<file path="config.mk">
export PLATFORM = sky130hd
export DESIGN_NAME = lut_cfg_seq_flat
export DESIGN_NICKNAME = d
export VERILOG_FILES = /design/src/rtl/lut_cfg_seq_if.sv /design/src/rtl/lut_cfg_seq.sv /design/src/flat_wrapper.sv
export SDC_FILE = /design/constraint.sdc
export NUM_CORES = 1
export LEC_CHECK = 0
export BUFFER_PORTS_ARGS = -buffer_cell sky130_fd_sc_hd__buf_4
export CORE_MARGIN = 2
export CORE_UTILIZATION = 59
export DETAILED_ROUTE_END_ITERATION = 6
export PLACE_DENSITY = 0.8
export SLEW_MARGIN = 20
export SYNTH_ARGS = -nofsm -noshare
export SYNTH_HDL_FRONTEND = slang
export SYNTH_SLANG_ARGS = --single-unit
</file>
<file path="constraint.sdc">
create_clock -name ACLK -period 4.7 [get_ports ACLK]
set_clock_uncertainty 0.1 [all_clocks]
set_input_delay 0.235 -clock ACLK [delete_from_list [all_inputs] [get_ports ACLK]]
set_output_delay 0.235 -clock ACLK [all_outputs]
set_load 0.03 [all_outputs]
</file>
<file path="src/rtl/lut_cfg_seq_if.sv">
// Control, word-stream and serial-configuration signals of the SoftLUT5 bulk loader.
interface lut_cfg_seq_if #(
   parameter int DATA_W     = 32,
   parameter int GATE_SEL_W = 11
);
   logic                  start;
   logic                  abort;
   logic [GATE_SEL_W-1:0] base_gate;
   logic [GATE_SEL_W:0]   num_gates;
   logic [DATA_W-1:0]     s_tdata;
   logic                  s_tvalid;
   logic                  s_tready;
   logic [GATE_SEL_W-1:0] cfg_gate_sel;
   logic                  cfg_ce;
   logic                  cfg_data;
   logic                  busy;
   logic                  done;
   logic                  err;
   logic [GATE_SEL_W:0]   gates_done;

   modport master (
      output start, abort, base_gate, num_gates, s_tdata, s_tvalid,
      input  s_tready, cfg_gate_sel, cfg_ce, cfg_data, busy, done, err, gates_done
   );

   modport slave (
      input  start, abort, base_gate, num_gates, s_tdata, s_tvalid,
      output s_tready, cfg_gate_sel, cfg_ce, cfg_data, busy, done, err, gates_done
   );
endinterface

</file>
<file path="src/rtl/lut_cfg_seq.sv">
// Bulk truth-table loader: shifts one DATA_W word per gate, LSB first, into a range of gates,
// prefetching the next word into a one-entry buffer so consecutive gates shift without bubbles.
module lut_cfg_seq #(
   parameter int TOTAL_GATES = 1512,
   parameter int DATA_W      = 32,
   parameter int GATE_SEL_W  = $clog2(TOTAL_GATES)
) (
   input  logic         ACLK,
   input  logic         ARESET,
   lut_cfg_seq_if.slave bus
);
   localparam int CNT_W = GATE_SEL_W + 1;
   localparam int BIT_W = $clog2(DATA_W);
   localparam logic [GATE_SEL_W+1:0] TOTAL_EXT = (GATE_SEL_W+2)'(TOTAL_GATES);
   localparam logic [BIT_W-1:0]      LAST_BIT  = BIT_W'(DATA_W - 1);
   localparam logic [CNT_W-1:0]      CNT_ONE   = CNT_W'(1);

   typedef enum logic [1:0] {ST_IDLE, ST_WAIT, ST_SHIFT, ST_DONE} state_t;

   state_t                state;
   logic [GATE_SEL_W-1:0] base_q;
   logic [CNT_W-1:0]      num_q;
   logic [CNT_W-1:0]      accepted;
   logic [CNT_W-1:0]      gates_done;
   logic [DATA_W-1:0]     buf_dat;
   logic                  buf_vld;
   logic [DATA_W-1:0]     shreg;
   logic [BIT_W-1:0]      bit_cnt;
   logic [GATE_SEL_W-1:0] gate_sel;
   logic                  cfg_ce;
   logic                  cfg_data;
   logic                  done;
   logic                  err;

   logic [GATE_SEL_W+1:0] end_idx;
   logic                  range_bad;
   logic                  tready;
   logic                  hs;

   // Range check is done two bits wider than the index so base+num can never wrap.
   assign end_idx   = {2'b00, bus.base_gate} + {1'b0, bus.num_gates};
   assign range_bad = (bus.num_gates == '0) || (end_idx > TOTAL_EXT);
   assign tready    = ((state == ST_WAIT) || (state == ST_SHIFT)) && !buf_vld && (accepted < num_q);
   assign hs        = bus.s_tvalid && tready;

   assign bus.s_tready     = tready;
   assign bus.busy         = (state != ST_IDLE);
   assign bus.cfg_gate_sel = gate_sel;
   assign bus.cfg_ce       = cfg_ce;
   assign bus.cfg_data     = cfg_data;
   assign bus.done         = done;
   assign bus.err          = err;
   assign bus.gates_done   = gates_done;

   always_ff @(posedge ACLK or posedge ARESET) begin
      if (ARESET) begin
         state      <= ST_IDLE;
         base_q     <= '0;
         num_q      <= '0;
         accepted   <= '0;
         gates_done <= '0;
         buf_dat    <= '0;
         buf_vld    <= 1'b0;
         shreg      <= '0;
         bit_cnt    <= '0;
         gate_sel   <= '0;
         cfg_ce     <= 1'b0;
         cfg_data   <= 1'b0;
         done       <= 1'b0;
         err        <= 1'b0;
      end else begin
         done <= 1'b0;
         err  <= 1'b0;
         if (bus.abort && (state != ST_IDLE)) begin
            state    <= ST_IDLE;
            cfg_ce   <= 1'b0;
            cfg_data <= 1'b0;
            buf_vld  <= 1'b0;
         end else begin
            case (state)
               ST_IDLE: begin
                  if (bus.start) begin
                     if (range_bad) begin
                        err <= 1'b1;
                     end else begin
                        base_q     <= bus.base_gate;
                        num_q      <= bus.num_gates;
                        gates_done <= '0;
                        accepted   <= '0;
                        state      <= ST_WAIT;
                     end
                  end
               end
               ST_WAIT: begin
                  if (buf_vld) begin
                     shreg    <= buf_dat >> 1;
                     cfg_data <= buf_dat[0];
                     cfg_ce   <= 1'b1;
                     bit_cnt  <= '0;
                     gate_sel <= base_q + gates_done[GATE_SEL_W-1:0];
                     buf_vld  <= 1'b0;
                     state    <= ST_SHIFT;
                  end
               end
               ST_SHIFT: begin
                  cfg_data <= shreg[0];
                  shreg    <= shreg >> 1;
                  bit_cnt  <= bit_cnt + BIT_W'(1);
                  if (bit_cnt == LAST_BIT) begin
                     gates_done <= gates_done + CNT_ONE;
                     if ((gates_done + CNT_ONE) == num_q) begin
                        cfg_ce   <= 1'b0;
                        cfg_data <= 1'b0;
                        done     <= 1'b1;
                        state    <= ST_DONE;
                     end else if (buf_vld) begin
                        // Prefetched word is ready: next gate starts on the very next cycle.
                        shreg    <= buf_dat >> 1;
                        cfg_data <= buf_dat[0];
                        bit_cnt  <= '0;
                        gate_sel <= gate_sel + GATE_SEL_W'(1);
                        buf_vld  <= 1'b0;
                     end else begin
                        cfg_ce   <= 1'b0;
                        cfg_data <= 1'b0;
                        state    <= ST_WAIT;
                     end
                  end
               end
               ST_DONE: begin
                  state <= ST_IDLE;
               end
               default: begin
                  state <= ST_IDLE;
               end
            endcase
            // A fill on the same edge as a consume leaves the buffer holding the new word.
            if (hs) begin
               buf_dat  <= bus.s_tdata;
               buf_vld  <= 1'b1;
               accepted <= accepted + CNT_ONE;
            end
         end
      end
   end
endmodule

</file>
<file path="src/flat_wrapper.sv">
// flat-port wrapper written by rule: the top's interface ports become plain ports
module lut_cfg_seq_flat 
#(
   parameter int TOTAL_GATES = 1512,
   parameter int DATA_W      = 32,
   parameter int GATE_SEL_W  = $clog2(TOTAL_GATES)
)
  (ACLK, ARESET, bus_start, bus_abort, bus_base_gate, bus_num_gates, bus_s_tdata, bus_s_tvalid, bus_s_tready, bus_cfg_gate_sel, bus_cfg_ce, bus_cfg_data, bus_busy, bus_done, bus_err, bus_gates_done);
  lut_cfg_seq_if #(.DATA_W(DATA_W), .GATE_SEL_W(GATE_SEL_W)) bus_i ();
  input  logic ACLK;
  input  logic ARESET;
  input wire logic [$bits(bus_i.start)-1:0] bus_start;
  input wire logic [$bits(bus_i.abort)-1:0] bus_abort;
  input wire logic [$bits(bus_i.base_gate)-1:0] bus_base_gate;
  input wire logic [$bits(bus_i.num_gates)-1:0] bus_num_gates;
  input wire logic [$bits(bus_i.s_tdata)-1:0] bus_s_tdata;
  input wire logic [$bits(bus_i.s_tvalid)-1:0] bus_s_tvalid;
  output wire logic [$bits(bus_i.s_tready)-1:0] bus_s_tready;
  output wire logic [$bits(bus_i.cfg_gate_sel)-1:0] bus_cfg_gate_sel;
  output wire logic [$bits(bus_i.cfg_ce)-1:0] bus_cfg_ce;
  output wire logic [$bits(bus_i.cfg_data)-1:0] bus_cfg_data;
  output wire logic [$bits(bus_i.busy)-1:0] bus_busy;
  output wire logic [$bits(bus_i.done)-1:0] bus_done;
  output wire logic [$bits(bus_i.err)-1:0] bus_err;
  output wire logic [$bits(bus_i.gates_done)-1:0] bus_gates_done;
  assign bus_i.start = bus_start;
  assign bus_i.abort = bus_abort;
  assign bus_i.base_gate = bus_base_gate;
  assign bus_i.num_gates = bus_num_gates;
  assign bus_i.s_tdata = bus_s_tdata;
  assign bus_i.s_tvalid = bus_s_tvalid;
  assign bus_s_tready = bus_i.s_tready;
  assign bus_cfg_gate_sel = bus_i.cfg_gate_sel;
  assign bus_cfg_ce = bus_i.cfg_ce;
  assign bus_cfg_data = bus_i.cfg_data;
  assign bus_busy = bus_i.busy;
  assign bus_done = bus_i.done;
  assign bus_err = bus_i.err;
  assign bus_gates_done = bus_i.gates_done;
  lut_cfg_seq #(.TOTAL_GATES(TOTAL_GATES), .DATA_W(DATA_W), .GATE_SEL_W(GATE_SEL_W)) u_core (.ACLK(ACLK), .ARESET(ARESET), .bus(bus_i));
endmodule
</file>
# Word level (Yosys, flattened, before mapping)
# Index checks and enable logic that the tools add are counted.
[totals]
reg_bits = 134
wordCells = 123
[op_classes]
addsub = 6
n_lt_le_gt_ge = 2
eq_ne = 19
mux = 54
bitwise_logic = 2
reduce_logical = 26
[ops]
columns = ["op", "count"]
rows = [
  ["2-to-1 mux 32 bit", 3],
  ["case mux 32 bit (2 select lines)", 1],
  ["2-to-1 mux 12 bit", 5],
  ["2-to-1 mux 11 bit", 4],
  ["2-to-1 mux 31 bit", 1],
  ["adder 12 x 1 -> 12 bit (second input constant)", 2],
  ["case mux 12 bit (2 select lines)", 1],
  ["2-to-1 mux 1 bit", 22],
  ["case mux 11 bit (2 select lines)", 1],
  ["2-to-1 mux 5 bit", 4],
  ["2-to-1 mux 2 bit", 7],
  ["adder 11 x 12 -> 13 bit", 1],
  ["greater-than comparator 13 x 11 -> 1 bit (second input constant)", 1],
  ["equality test 12 bit", 1],
  ["zero test 12 bit", 1],
  ["less-than comparator 12 bit", 1],
  ["AND reduction 4 bit", 3],
  ["adder 11 x 1 -> 11 bit (second input constant)", 1],
  ["adder 11 bit", 1],
  ["!= test 2 bit (second input constant)", 5],
  ["case mux 5 bit (2 select lines)", 1],
  ["AND reduction 5 bit", 2],
  ["nonzero test 2 bit", 5],
  ["!= test 4 x 3 -> 1 bit (second input constant)", 2],
  ["20 further kinds", 33],
]

# Logic depth before layout (Yosys ltp)
[depth]
ltp_word = 7
depth_mapped = 11
ltp_nobuf = 11

# Worst setup path after synthesis
# No wires, ideal clock.
[synth_path]
kind = "flip-flop to flip-flop"
start = "reg u_core.gates_done[0], in the netlist u_core.bus.gates_done[0]"
end = "reg u_core.gate_sel[10], in the netlist u_core.bus.cfg_gate_sel[10]"
setup_ps = 126
arrival_time_ps = 2929
required_time_ps = 4474
path_slack_ps = 1545
stages_incl_launch_ff = 9
path_buffers = 0
period_less_slack_ps = 3155
path_cell_list = "dfrtp_1 > ha_1 > and4_2 > nand3_4 > o311a_1 > or4_4 > a31oi_4 > o31ai_1 > a221o_1"
[synth_via]
elab_chain_len = 4
elab_cells_between_ends = 7
classes_between = "add/sub (2); eq/ne (2); mux (2); reduce/logical (1)"
[synth_lines]
columns = ["item", "line", "source"]
rows = [
  ["start, declared", "lut_cfg_seq.sv:24", "logic [CNT_W-1:0] gates_done;"],
  ["start signal, assigned", "lut_cfg_seq.sv:110", "gates_done <= gates_done + CNT_ONE;"],
  ["adder 12 x 1 -> 12 bit", "lut_cfg_seq.sv:111", "if ((gates_done + CNT_ONE) == num_q) begin"],
  ["equality test 12 bit", "lut_cfg_seq.sv:111", ""],
  ["!= test 2 bit (no source line)", "--", ""],
  ["AND reduction 6 bit (no source line)", "--", ""],
  ["end signal, assigned", "lut_cfg_seq.sv:100", "gate_sel <= base_q + gates_done[GATE_SEL_W-1:0];"],
  ["end signal, assigned", "lut_cfg_seq.sv:121", "gate_sel <= gate_sel + GATE_SEL_W'(1);"],
  ["end, declared", "lut_cfg_seq.sv:29", "logic [GATE_SEL_W-1:0] gate_sel;"],
]
# Several ways; a longest one is shown, not always the timed one. The select of a mux whose other input is x is not followed.
# A chain may end at the register's enable or synchronous reset.

# Final worst setup path
[layout_path]
start = "in bus_num_gates[0]"
end = "reg u_core.gates_done[1], in the netlist u_core.bus.gates_done[1]"
[layout_via]
elab_chain_len = 5
elab_cells_between_ends = 6
classes_between = "add/sub (1); order compare (1); eq/ne (1); reduce/logical (3)"
[layout_lines]
columns = ["item", "line", "source"]
rows = [
  ["start, declared", "flat_wrapper.sv:15", "input wire logic [$bits(bus_i.num_gates)-1:0] bus_num_gates;"],
  ["adder 11 x 12 -> 13 bit", "lut_cfg_seq.sv:41", "assign end_idx = {2'b00, bus.base_gate} + {1'b0, bus.num_gates};"],
  ["greater-than comparator 13 x 11 -> 1 bit", "lut_cfg_seq.sv:42", "assign range_bad = (bus.num_gates == '0) || (end_idx > TOTAL_EXT);"],
  ["logical OR 1 bit (*)", "lut_cfg_seq.sv:42", ""],
  ["!= test 2 bit (no source line) (*)", "--", ""],
  ["AND reduction 5 bit (no source line) (*)", "--", ""],
]
# Every way passes the cells marked *; elsewhere a longest branch is shown, timed or not.

==> results.toml <==
[status]
status = "complete, no violations"

[routing]
antenna_left = 0
wl_per_cell_um = 19.2
drtIter0Drc = 711
vias = 7065
vias_per_cell = 6.20
first_pass_iters = 5
drc = 0
finalWirelength_mm = 21.9

[power_and_ir_drop]
ir_drop_mv = 0.277
power_density_nw_per_um2 = 589
p_int_uw = 3510
pwr-share-seq_pct = 35.6
p_sw_share_pct = 39.2
p_clk_share_pct = 23.8
p_comb_share_pct = 40.7
leakage_uw = 0.00433
p_sw_uw = 2270

[worst_setup_path]
cp_data_arrival_time_ns = 3.98
required_ns = 4.86
reg2reg_to = "u_core.shreg[18]"
end_kind = "register"
reg2reg_depth = 10
crit_path_start_kind = "input port"
critical_path.max_fanout = 8
crit_buf_inv = 2
cpPeakStageDelay_ns = 0.71
path_delay_family = "compound AO/OA/AOI/OAI gates"
worstPathCellList = "dlygate4sd3_1 -> buf_4 -> ha_1 -> fa_1 -> a211oi_1 -> o21ai_0 -> nand2_1 -> o2111ai_1 -> o22ai_1 -> a21oi_2 -> a31oi_1 -> o32ai_1"
cp_slowest_cell = "a31oi_1"
crit_type = "input port to register"
crit-reg2reg-launch = "u_core.bus.gates_done[0]"
r2r_slack_ns = 1.12

[sta]
maxSlewViolCount = 0
period_share_pct = 81.3
worstMarginPinSlew_ns = 0.821
whs_ns = 0.108
max-slew-margin-rel_pct = 45.0
hold_viol = 0
tns_ns = 0
setup_viol_count_final = 0
min_period_ns = 3.82
fmax_mhz = 262
rsz0062_at_grt = "no"

[synth]
synth.most_common_cell = "dfrtp_1"
synth.area.top_cells = "dfrtp_1 42%, mux2_2 8.3%, ha_1 6.5%"
ys_seq_area_share_pct = 42.4
ys_seq_elements = 133
async_flop_share_pct = 100
ys_types = 77
netlist_area_um2 = 7850
ys_warn_count = 0
yosys-top-cells-count = "133 x dfrtp_1, 94 x nand2_1, 72 x nor2_1"
syn-num-nets = 916
synthFlopType = "dfrtp_1"
avgSynthCellArea_um2 = 9.65
synth_top_area_share_pct = 42.4
netlist_instances = 813
synth_top_cell_by_area = "dfrtp_1"
synth-edff-count = 0

[placed_design]
dp_cells = 1052
portBuffers = 88
finalWeightedCongestion = 0.913
hpwlAfterDp_mm = 14.8

[layout]
layout-drive-gt1-share_pct = 22.3
multiInputGateArea_um2 = 4220
area_growth_pct = 24.9
nets = 1054
diodes = 0
ff_latch_area_um2 = 3330
fill_cells = 923
instances_no_fill = 1140

[clock_network]
cts_tree = "yes"
hold_buffers = 55
cts-root-buf = "clkbuf_16"
postCtsSetupBuffers = 0
cts_buffers = 17
htreeDepth = 4
cts_resized = 0
worstSkewPairLatency_ns = 0.43
clk_pin_slew_worst_paths_ns = 0.05
cts_buffer_depth = 2
clock_sinks = 133

[grt]
grt_max_degree = 52
first_global_vias = 7152
gr-usage-all-layers_pct = 31.8
gr-total-overflow = 0
grt_pass1_wl_mm = 35.6
antenna_found_initial = 0

[floorplan]
rows = 42
die_area_um2 = 14200
die-height_um = 119
core_area_um2 = 13100
pin_count = 89
initial_core_util_pct = 59.7
die_x_um = 119

[hold_path]
min_to = "u_core.bus.err"
worstHoldStart = "bus_start"
min_path_type = "input port to register"
worstHoldPathCells = 3

[job]
drv_cap = 0
## flip-flops by register name (all words and copies together) (netlist names), 2 cells and up
name,flops
u_core.shreg,31
u_core.state,2
u_core.buf_dat,32
u_core.accepted,12
u_core.bus.cfg_gate_sel,11
u_core.bit_cnt,5
u_core.base_q,11
u_core.num_q,12
u_core.bus.gates_done,12
## cells in the final DEF, fill, tap and decap left out, types with 3 or more instances in the layout
master / instances
and3_1: 9
xor2_1: 5
nand4_1: 5
a31oi_1: 42
dlygate4sd3_1: 56
dfrtp_1: 133
nand2b_1: 8
o22ai_1: 6
a211o_1: 4
nor2b_1: 6
bufinv_16: 3
o211ai_1: 5
ha_1: 41
xnor2_1: 20
nor2_1: 71
nand3_1: 26
a21o_1: 9
a21boi_0: 3
o311ai_0: 4
nor3_1: 16
o21bai_1: 3
mux2i_1: 6
a21oi_1: 36
a31o_2: 3
o31ai_1: 10
clkbuf_16: 17
clkinv_2: 3
inv_1: 27
o32ai_1: 5
o21a_1: 5
nor4_1: 3
nand2_1: 94
or3_1: 3
clkinvlp_4: 4
buf_4: 101
a211oi_1: 7
mux2_2: 58
o21ai_0: 37
o2bb2ai_1: 13
## through the flow
stage               utilization [%]  instance area [µm²]  total power (µW)  setup slack [ns]
detailed placement             65.7                 8640              4310              1.10
global placement               65.7                 8640              4190              1.18
finish                         74.6                 9810              5780             0.880
global route                   74.6                 9810              6110             0.636
CTS                            74.6                 9800              5740             0.975
floorplan                         -                 7850              3620             0.811
## kinds of logic (layout without fill, tap and decap cells)
kind of cell,Yosys count,count (layout),share of synthesized area [%]
compound gates,220,220,19.2
simple gates,261,261,15.5
mux,64,64,9.09
buf+inv,67,218,3.94
xor+xnor,25,25,2.79
fa+ha+maj,43,43,7.05
flops,133,133,42.4
## per-layer routing
layer	vias up	track usage, %	share of wire, %
li1	3269	-	-
met1	3414	39.4	40
met2	331	54.8	51
met3	51	5.56	6.5
met4	0	13.4	2.9
met5	-	0	0
## power groups by stage
stage | clock network, µW | registers [µW] | logic, µW
2_1_floorplan | 0 | 2020 | 1600
3_3_place_gp | 0 | 2020 | 2170
3_5_place_dp | 0 | 2050 | 2260
4_1_cts | 1370 | 2040 | 2330
5_1_grt | 1430 | 2100 | 2580
6_report | 1370 | 2060 | 2350
## worst reg2reg max path, cell delays in order, from the launching register on
cell and delay, ns:
dfrtp_1 0.51, ha_1 0.37, and4_2 0.35, nand3_1 0.17, nor3_1 0.26, o221ai_1 0.17, or4_4 0.48, a31oi_4 0.53
buf_4 0.29, nand2_1 0.07, a31oi_1 0.19
## worst max-delay path by stage
stage	cells past startpoint	start	endpoint
floorplan	1	ARESET	u_core.accepted[0]
detailed placement	11	bus_num_gates[0]	u_core.bus.gates_done[1]
global route	12	bus_num_gates[0]	u_core.bus.gates_done[1]
finish	12	bus_num_gates[0]	u_core.bus.gates_done[1]
CTS	12	bus_num_gates[0]	u_core.bus.gates_done[1]
global placement	12	bus_num_gates[0]	u_core.bus.gates_done[2]
## final cells by class
type / instances / area share (%)
clock inverters: 12 / 1.56
clock buffers: 20 / 4.66
flip-flops and latches: 133 / 33.9
well taps: 176 / 2.25
multi-input cells: 613 / 43.0
repair buffers: 157 / 13.4
inverters: 29 / 1.14
No activity file was read; power rests on OpenSTA's default activity.
